[src/rtl/seq_generator.sv]
// Parameterised sequence generator: one-hot ring, Johnson, binary and Gray codes
// stepped forward or backward through one period, with a wrap pulse at each period boundary.
module seq_generator #(
    parameter int NBITS = 4
) (
    input  logic             clk,
    input  logic             reset,
    input  logic             start,
    input  logic             enable,
    input  logic             dir,
    input  logic [1:0]       mode,
    output logic [NBITS-1:0] seq_out,
    output logic [NBITS-1:0] pos,
    output logic             wrap,
    output logic             valid
);

    // The index is one bit wider than the output so that 2^NBITS can be formed as a period.
    localparam int IW = NBITS + 1;

    localparam logic [1:0] MODE_RING = 2'b00;
    localparam logic [1:0] MODE_JOHN = 2'b01;
    localparam logic [1:0] MODE_BIN  = 2'b10;

    logic [NBITS-1:0] seq_q, seq_d;
    logic [NBITS-1:0] pos_q;
    logic [IW-1:0]    pos_d;
    logic [1:0]       lmode_q;
    logic             wrap_q, wrap_d;
    logic             valid_q;
    logic [IW-1:0]    period;
    logic [IW-1:0]    idx;

    function automatic logic [IW-1:0] period_of(input logic [1:0] m);
        logic [IW-1:0] p;
        case (m)
            MODE_RING: p = IW'(NBITS);
            MODE_JOHN: p = IW'(2 * NBITS);
            default:   p = IW'(1) << NBITS;
        endcase
        return p;
    endfunction

    function automatic logic [NBITS-1:0] seq_of(input logic [1:0] m, input logic [IW-1:0] k);
        logic [NBITS-1:0] s;
        logic [NBITS-1:0] ones;
        ones = '1;
        case (m)
            MODE_RING: s = NBITS'(1) << k;
            MODE_JOHN: begin
                if (k < IW'(NBITS)) s = (NBITS'(1) << k) - NBITS'(1);
                else                s = ones << (k - IW'(NBITS));
            end
            MODE_BIN:  s = k[NBITS-1:0];
            default:   s = k[NBITS-1:0] ^ (k[NBITS-1:0] >> 1);
        endcase
        return s;
    endfunction

    always_comb begin
        period = period_of(lmode_q);
        idx    = {1'b0, pos_q};
        pos_d  = idx;
        wrap_d = 1'b0;
        if (!dir) begin
            wrap_d = (idx == period - IW'(1));
            pos_d  = wrap_d ? '0 : idx + IW'(1);
        end else begin
            wrap_d = (idx == '0);
            pos_d  = wrap_d ? period - IW'(1) : idx - IW'(1);
        end
        seq_d = seq_of(lmode_q, pos_d);
    end

    always_ff @(posedge clk) begin
        if (reset) begin
            seq_q   <= '0;
            pos_q   <= '0;
            wrap_q  <= 1'b0;
            valid_q <= 1'b0;
            lmode_q <= 2'b00;
        end else if (start) begin
            pos_q   <= '0;
            lmode_q <= mode;
            valid_q <= 1'b1;
            wrap_q  <= 1'b0;
            seq_q   <= (mode == MODE_RING) ? NBITS'(1) : '0;
        end else if (valid_q && enable) begin
            pos_q  <= pos_d[NBITS-1:0];
            seq_q  <= seq_d;
            wrap_q <= wrap_d;
        end else begin
            wrap_q <= 1'b0;
        end
    end

    assign seq_out = seq_q;
    assign pos     = pos_q;
    assign wrap    = wrap_q;
    assign valid   = valid_q;

endmodule
[config.mk]
export PLATFORM = sky130hd
export DESIGN_NAME = seq_generator
export DESIGN_NICKNAME = d
export VERILOG_FILES = /design/src/rtl/seq_generator.sv
export SDC_FILE = /design/constraint.sdc
export NUM_CORES = 1
export LEC_CHECK = 0
export CORE_ASPECT_RATIO = 1.1
export CORE_UTILIZATION = 54
export CTS_BUF_LIST = sky130_fd_sc_hd__clkbuf_2
export CTS_CLUSTER_SIZE = 40
export DETAILED_ROUTE_END_ITERATION = 10
export PLACE_DENSITY = 0.81
export SLEW_MARGIN = 10
export SYNTH_ARGS = -nofsm -noshare
export SYNTH_HDL_FRONTEND = slang
export SYNTH_SLANG_ARGS = --single-unit
[constraint.sdc]
create_clock -name clk -period 3.07 [get_ports clk]
set_input_delay 0.614 -clock clk [delete_from_list [all_inputs] [get_ports clk]]
set_output_delay 0.614 -clock clk [all_outputs]
set_load 0.02 [all_outputs]
==> Word-level counts from Yosys, hierarchy flattened <==
Index checks and enable logic that the tools add are counted.
{ "word_totals": {"out_inout_bits": 10, "word_cells": 35, "ff_bits": 12, "in_bits": 7} }
{ "op_classes": {"shift": 2, "mux": 10, "add_sub_neg": 5, "n_bitwise": 2, "n_eq_ne": 3, "reduce_logical": 7, "magnitude_cmp": 1} }
{ "ops": {"columns": ["cell", "n"], "rows": [
  ["5-bit 2-to-1 mux", 3],
  ["4-bit 2-to-1 mux", 3],
  ["4-bit one-hot mux with 3 select lines", 1],
  ["5-bit one-hot mux with 2 select lines", 1],
  ["4-bit by 1-bit adder with 5-bit output (second input constant)", 1],
  ["4-bit by 5-bit == test with 1-bit output", 1],
  ["5-bit by 3-bit < comparator with 1-bit output (second input constant)", 1],
  ["1-bit by 5-bit << shifter with 4-bit output (first input constant)", 1],
  ["4-bit by 5-bit << shifter with 4-bit output (first input constant)", 1],
  ["4-bit by 1-bit subtractor with 5-bit output (second input constant)", 1],
  ["5-bit by 1-bit subtractor with 5-bit output (second input constant)", 1],
  ["5-bit by 3-bit subtractor with 5-bit output (second input constant)", 1],
  ["2-bit zero test", 2],
  ["4-bit zero test", 1],
  ["4-bit by 2-bit subtractor with 4-bit output (second input constant)", 1],
  ["4-bit by 3-bit XOR with 4-bit output", 1],
  ["3-bit OR reduction", 1],
  ["2-bit by 1-bit == test with 1-bit output (second input constant)", 1],
  ["2-bit == test (second input constant)", 1],
  ["1-bit 2-to-1 mux", 2],
  ["2-bit nonzero test", 1],
  ["2-bit OR reduction", 1],
  ["1-bit logical AND", 1],
  ["1-bit inverter", 1]
]} }

==> Longest topological paths before layout <==
{ "logic_depth": {"ltp_word": 12, "ltp_mapped": 15} }

==> Worst setup path before layout <==
Ideal clock, no wire load.
{ "synth_path": {"path_type": "reg-to-reg", "startpoint": "register pos_q[0] (netlist: pos[0])", "endpoint": "register seq_q[2] (netlist: seq_out[2])", "synth_period_minus_slack_ns": 2.889, "t_required_ns": 2.948, "arrival_ns": 2.767, "stages_incl_launch_ff": 15, "setup_slack_ns": 0.181, "setup_time_ns": 0.122, "cell_sequence": "dfxtp_1 -> inv_1 -> ha_1 -> or4b_1 -> o211ai_2 -> a31oi_2 -> buf_2 -> nor2_1 -> nand4_1 -> ha_1 -> nand2_1 -> a21oi_1 -> a2111o_1 -> nand4_1 -> nand3_1"} }
{ "synth_via": {"elab_chain_len": 9, "word_cells_on_any_way": 17, "classes_between": "4 x add/sub; 1 x order compare; 1 x eq/ne; 2 x shift; 7 x mux; 1 x bitwise; 1 x reduce/logical"} }
{ "synth_lines": {"columns": ["element", "line_no", "rtl"], "rows": [
  ["from (decl)", "26", "logic [NBITS-1:0] pos_q;"],
  ["from (signal assigned)", "89", "pos_q <= pos_d[NBITS-1:0];"],
  ["4-bit by 1-bit adder with 5-bit output, or another cell as far along", "67", "pos_d = wrap_d ? '0 : idx + IW'(1);"],
  ["5-bit 2-to-1 mux, on equally long branches", "67, 70", null],
  ["5-bit 2-to-1 mux *", "65", "if (!dir) begin"],
  ["5-bit by 3-bit subtractor with 5-bit output / 1-bit by 5-bit << shifter with 4-bit output (equally long branches)", "52, 49, 51", null],
  ["4-bit by 5-bit << shifter with 4-bit output / 4-bit by 2-bit subtractor with 4-bit output (equally long branches)", "52, 51", null],
  ["4-bit 2-to-1 mux", "51", "if (k < IW'(NBITS)) s = (NBITS'(1) << k) - NBITS'(1);"],
  ["4-bit one-hot mux with 3 select lines *", "48", "case (m)"],
  ["4-bit 2-to-1 mux *", "88", "end else if (valid_q && enable) begin"],
  ["4-bit 2-to-1 mux *", "82", "end else if (start) begin"],
  ["to (signal assigned)", "87", "seq_q <= (mode == MODE_RING) ? NBITS'(1) : '0;"],
  ["to (signal assigned)", "90", "seq_q <= seq_d;"],
  ["to (decl)", "25", "logic [NBITS-1:0] seq_q, seq_d;"]
]} }
Mark *: on every way between the ends. The rest lies on a longest branch, timed or not. The select of a mux whose other input is x is not followed.
A chain may end at the register's enable or synchronous reset.

==> Worst setup path after layout <==
{ "layout_path": {"startpoint": "input dir", "endpoint": "register seq_q[2] (netlist: seq_out[2])"} }
{ "layout_via": {"elab_chain_len": 7, "word_cells_on_any_way": 11, "classes_between": "2 x add/sub; 1 x order compare; 2 x shift; 5 x mux; 1 x bitwise"} }
{ "layout_lines": {"columns": ["element", "line_no", "rtl"], "rows": [
  ["from (decl)", "10", "input logic dir,"],
  ["5-bit 2-to-1 mux *", "65", null],
  ["5-bit by 3-bit subtractor with 5-bit output / 1-bit by 5-bit << shifter with 4-bit output (equally long branches)", "52, 49, 51", null],
  ["4-bit by 5-bit << shifter with 4-bit output / 4-bit by 2-bit subtractor with 4-bit output (equally long branches)", "52, 51", null],
  ["4-bit 2-to-1 mux", "51", null],
  ["4-bit one-hot mux with 3 select lines *", "48", null],
  ["4-bit 2-to-1 mux *", "88", null],
  ["4-bit 2-to-1 mux *", "82", null]
]} }
Marks and branches as above.

==> Implementation_results.wiki <==
{| class="wikitable"
! Metric !! Value
|-
| Cell at the slowest stage of the critical path || sky130_fd_sc_hd__clkdlybuf4s50_1
|-
| CP cell instances || clkdlybuf4s50_1 -> and4b_4 -> a32oi_2 -> o221a_2 -> nor3_1 -> nand4_1 -> ha_1 -> nand2_1 -> a21oi_1 -> a2111o_1 -> nand4_1 -> nand3_1
|-
| Core Footprint || 1760 um^2
|-
| Diodes inserted || 0
|-
| Clk sink count || 12
|-
| Last element of the critical path || seq_out[2]
|-
| Number of buffer and inverter stages on the critical path || 1
|-
| Min Clock Period, post-route || 2.91 ns
|-
| Post-Synthesis Cells || 139
|-
| Number of cells in the design after placement || 176
|-
| Worst max-slew margin expressed relative to the limit || 0.678
|-
| DRC || 0
|-
| CTS Root Buffer Type || sky130_fd_sc_hd__clkbuf_2
|-
| Port-buffer cells || 16
|-
| Critical path type || primary input to register
|-
| Synthesized Nets || 150
|-
| Die W || 43.3 um
|-
| Initial core utilization || 0.574
|-
| Die Ht || 47.4 um
|-
| Power density over the cells || 305 nW/um^2
|-
| Min-Delay Path Class || register to register
|-
| Setup repair after global routing missed its margin || no
|-
| Number of max-cap violations || 0
|-
| Clk_skew || 0.0115 ns
|-
| Avg WL per Cell || 14.8 um
|-
| Maximum count of clock buffers along a single path || 2
|-
| Data required time of the worst path || 3.24 ns
|-
| Final hold violation count || 0
|-
| Initial DRC Count || 53
|-
| Crit. Startpoint || dir
|-
| Final antenna-violating net count || 0
|-
| Synthesized area || 1010 um^2
|-
| Final routed wirelength across all metal layers || 2660 um
|-
| Most prevalent standard cell on the critical path || sky130_fd_sc_hd__nand4_1
|-
| Setup TNS || 0 ns
|-
| Number of buffers created by CTS || 3
|-
| # fillers || 155
|-
| Maximum vdd drop || 0.249 mV
|-
| Number of buffers inserted to repair setup after CTS || 0
|-
| Reported leakage power || 0.509 nW
|-
| Number of setup violations in the final report || 0
|-
| Clock latency at the later pin of the worst-skew pair || 0.28 ns
|-
| TritonCTS clock tree || built
|-
| Number of global-route vias before repair || 967
|-
| Number of search-and-repair iterations in the first detailed-routing pass || 4
|-
| CTS H-tree depth || 1
|-
| Congestion Overflow GR || 0
|-
| Distinct cell type count of the synthesized netlist || 39
|-
| Vias after detailed routing || 1,150
|-
| Area post-placement || 1230 um^2
|-
| Yosys reg bits || 12
|-
| Delay of the slowest critical-path stage || 0.45 ns
|-
| Antenna violations before repair || 0
|-
| Worst reg2reg setup slack || 0.20 ns
|-
| Final Slew Violations || 0
|-
| Yosys warning count || 0
|-
| Reg-to-reg endpoint || seq_out[2]
|-
| Io pins || 17
|-
| Weighted congestion reported at the end of routability-driven placement || 0.891
|-
| Kind of launch point of the worst setup path || primary input
|-
| Slew @ Worst Pin || 0.479 ns
|-
| Vias per cell || 6.39
|-
| Worst Reg2Reg Path Length in Cells || 13
|-
| Post-Syn Area per Cell || 7.27 um^2
|-
| Global router's overall resource usage || 0.265
|-
| Maximum achievable frequency || 0.343 GHz
|-
| Data arrival time at the worst-slack endpoint || 3.08 ns
|-
| Fin area || 1260 um^2
|-
| Fraction of final layout cells sized beyond drive strength 1 || 0.148
|-
| Area of the die || 2050 um^2
|-
| First-pass GRT wire length || 4020 um
|-
| Run status || finished, final reports clean
|-
| Worst r2r src || pos[0]
|-
| Worst Hold Path Cells || 2
|-
| Half-perimeter wire length of the detailed placement result || 2020 um
|-
| Final instance count without filler cells || 180
|-
| Clock-pin transition on the worst setup and hold timing paths || 0.12 ns
|-
| Number of nets in the final layout || 174
|-
| Part of the Yosys area used for sequential elements || 0.238
|-
| Cell family contributing the most delay on the critical path || simple AND/OR/NAND/NOR gates
|-
| Layout Utilization || 0.714
|-
| Area Growth Syn to Fin || 24.4%
|-
| Critical path depth || 12
|-
| Placement Rows || 16
|-
| Peak fanout along the critical path || 4
|-
| Final critical-path share of the clock period || 0.949
|-
| Beginning of the worst hold path || seq_out[2]
|-
| Pin count of the biggest net entering global routing || 14
|-
| CP Capture Type || register
|}
## synth_stat cells, drive strengths merged
library cell | number | area (um^2)
and2 | 1 | 6.26
nand3b | 1 | 7.51
nand4 | 2 | 12.5
a22oi | 1 | 7.51
or4b | 1 | 10.0
a21oi | 13 | 65.1
a21bo | 1 | 10.0
dfxtp | 12 | 240
or3 | 1 | 6.26
nand2 | 19 | 71.3
mux2i | 2 | 20.0
or2 | 1 | 6.26
clkbuf | 4 | 15.0
nand2b | 1 | 6.26
xor2 | 2 | 17.5
ha | 4 | 50.1
nor2b | 4 | 25.0
a2111o | 1 | 11.3
nand3 | 6 | 30.0
nor2 | 15 | 56.3
o221a | 1 | 11.3
and3 | 3 | 18.8
nor3 | 5 | 25.0
a32oi | 1 | 16.3
o211ai | 1 | 12.5
a311oi | 1 | 15.0
buf | 4 | 27.5
a211oi | 3 | 22.5
o21ai | 8 | 40.0
nor4 | 3 | 18.8
xnor2 | 4 | 35.0
a31oi | 1 | 12.5
o31ai | 3 | 22.5
inv | 6 | 22.5
nand4bb | 1 | 11.3
and4b | 1 | 13.8
mux2 | 1 | 11.3
## worst min-delay path by stage
stage            endpoint  slack, ns
2_1_floorplan  seq_out[2]       0.55
3_3_place_gp   seq_out[2]       0.49
3_5_place_dp   seq_out[2]       0.49
4_1_cts        seq_out[2]       0.50
5_1_grt        seq_out[2]       0.53
6_report       seq_out[2]       0.50
## stage by stage
stage	power, W	setup slack, ns	hold slack [ns]
2_1_floorplan	0.000253	0.181	0.548
3_3_place_gp	0.000294	0.0145	0.490
3_5_place_dp	0.000298	-0.122	0.487
4_1_cts	0.000382	0.140	0.502
5_1_grt	0.000407	0.0308	0.533
6_report	0.000384	0.157	0.500
## layer usage
layer  track usage  wire (um)
met5             0          0
met4         0.109         42
met3        0.0577        151
met2         0.445       1340
met1         0.333       1130
## power breakdown
part            total, W  switching (W)  internal [W]
sequential      0.000169     0.00000728      0.000161
combinational   0.000130      0.0000712     0.0000589
clock          0.0000850      0.0000568     0.0000283
total           0.000384       0.000135      0.000249
## cell families after synthesis
family	Yosys count	synth area share
xor+xnor	6	0.0520
compound gates	35	0.244
mux	3	0.0309
simple gates	65	0.322
buf+inv	14	0.0643
fa+ha+maj	4	0.0495
flops	12	0.238
## tightest hold or removal path, delay by kind of cell, from the launching register on
family	cells	cell delay, ns
AND/OR/NAND/NOR	2	0.12
flip-flops	1	0.34
## registers in the layout, indices dropped and copies added, names as in the netlist
name     cells
lmode_q      2
seq_out      4
pos          4
valid        1
wrap         1
## layout by cell type, fill, tap and decap left out, drive strengths merged, types with 2 or more instances in the layout
cell	count
nand4	2
nor3	5
nor4	3
o21ai	8
nor2b	4
mux2i	2
dfxtp	12
nor2	15
a211oi	3
nand2	19
o31ai	3
clkdlybuf4s50	16
a21oi	13
nand3	6
ha	4
xor2	2
inv	6
buf	11
xnor2	4
and3	3
clkbuf	3
## cell type report
class                           instances  area, um^2  area share
Sequential cell                        12         240       0.191
Inverter                                6        22.5      0.0179
Clock buffer                            3        15.0      0.0119
Tap cell                               18        22.5      0.0179
Multi-Input combinational cell        113         711       0.565
Clock inverter                          1        3.75     0.00299
Timing Repair Buffer                   27         243       0.193
## repair_timing
item / in CTS / in global routing
hold buffers: 0 / 0
resized for setup: 0 / 2
endpoints found under the setup margin: 0 / 1
Note: power is estimated with default switching activity, not from simulation.
==> variant, RTL diff (same flow settings) <==
Make the reset (`reset`) asynchronous in one clocked block.
--- a/src/rtl/seq_generator.sv
+++ b/src/rtl/seq_generator.sv
@@ -73,5 +73,5 @@
     end
 
-    always_ff @(posedge clk) begin
+    always_ff @(posedge clk or posedge reset) begin
         if (reset) begin
             seq_q   <= '0;
Check against the original RTL: differs if reset is asserted again (counterexample within 4 cycles, from zero or initial values and one cycle with reset high); with reset held inactive, the same outputs for 10 cycles.
==> variant against the unedited design <==
Sequential share of layout area increased by 3.7 points. Cell area up 4.8%. Area after synthesis up 7.8%. Largest cell class unchanged. Highest routed layer unchanged. Setup slack gained 0.16 ns. Worst hold slack gained 0.035 ns. Wire length decreased by 1.7%. Sequential cell count did not move. Count of clock-buffer cells in the layout stayed put. Register-to-register slack improved by 0.12 ns.
Power is not compared: it rests on default switching activity, and its combinational part moved more than twofold at a synthesized area within 25%.
==> variant: results (changes against the unedited design) <==
metric	value	unit	change
status	finished clean		
Compound-Gate Fraction of Synth Area	24.00	%	-0.39 points
Layout Skew	0.01126	ns	-0.0002082 ns
hold path depth	1		-1
CP max FO	8		+4
first-pass GRT wire length	4367	um	+8.6%
post-synthesis cell count	130		-6.5%
WHS	0.5351	ns	+0.03465 ns
adder-cell area share of the yosys netlist	3.444	%	-1.5 points
syn_nets	140		-6.7%
met2 Usage GRT	42.89	%	-1.6 points
HP Start	valid		
largest net degree at the start of global routing	18		+4
slowest CP cell	dfrtp_1		
multiplexer share of the synthesized area	4.937	%	+1.8 points
Min-Delay Endpoint	valid		
number of vias per cell	5.880		-8.0%
ys flop type	dfrtp_1		
nets	159		-8.6%
Inst Count DP	171		-2.8%
register area share after synthesis	27.55	%	+3.8 points
number of global-route vias before repair	974		+0.72%
layout cells sized above 1	14.86	%	+0.050 points
grt met3 use	4.444	%	-1.3 points
Synth async-reset ratio	100.0	%	+100 points
cells on worst reg2reg path	10		-3
-- variant: final cells by class --
class | count | area [sq um] | area share [%]
inverter | 5 | 18.77 | 1.425
sequential | 12 | 300.3 | 22.79
clock inverter | 1 | 3.754 | 0.2849
tap | 27 | 33.78 | 2.564
clock buffer | 3 | 15.01 | 1.140
timing repair buffer | 23 | 212.7 | 16.14
multi-input combinational | 104 | 733.2 | 55.65
-- variant: layer usage --
metal | wire, um | vias up
met4 | 48 | 0
met3 | 131 | 7
met5 | 0 | -
met2 | 1271 | 32
met1 | 1159 | 478
li1 | - | 512
-- variant: power breakdown --
part | total (mW) | switching, mW | internal, mW
Clock | 0.0815 | 0.0532 | 0.0283
Sequential | 0.197 | 0.0240 | 0.173
Combinational | 0.290 | 0.155 | 0.135
Total | 0.568 | 0.232 | 0.336
-- variant: repair_timing --
action | CTS | global route
setup buffers | 0 | 0
endpoints found under the setup margin | 0 | 1
hold buffers | 0 | 0
gates resized for setup | 0 | 1
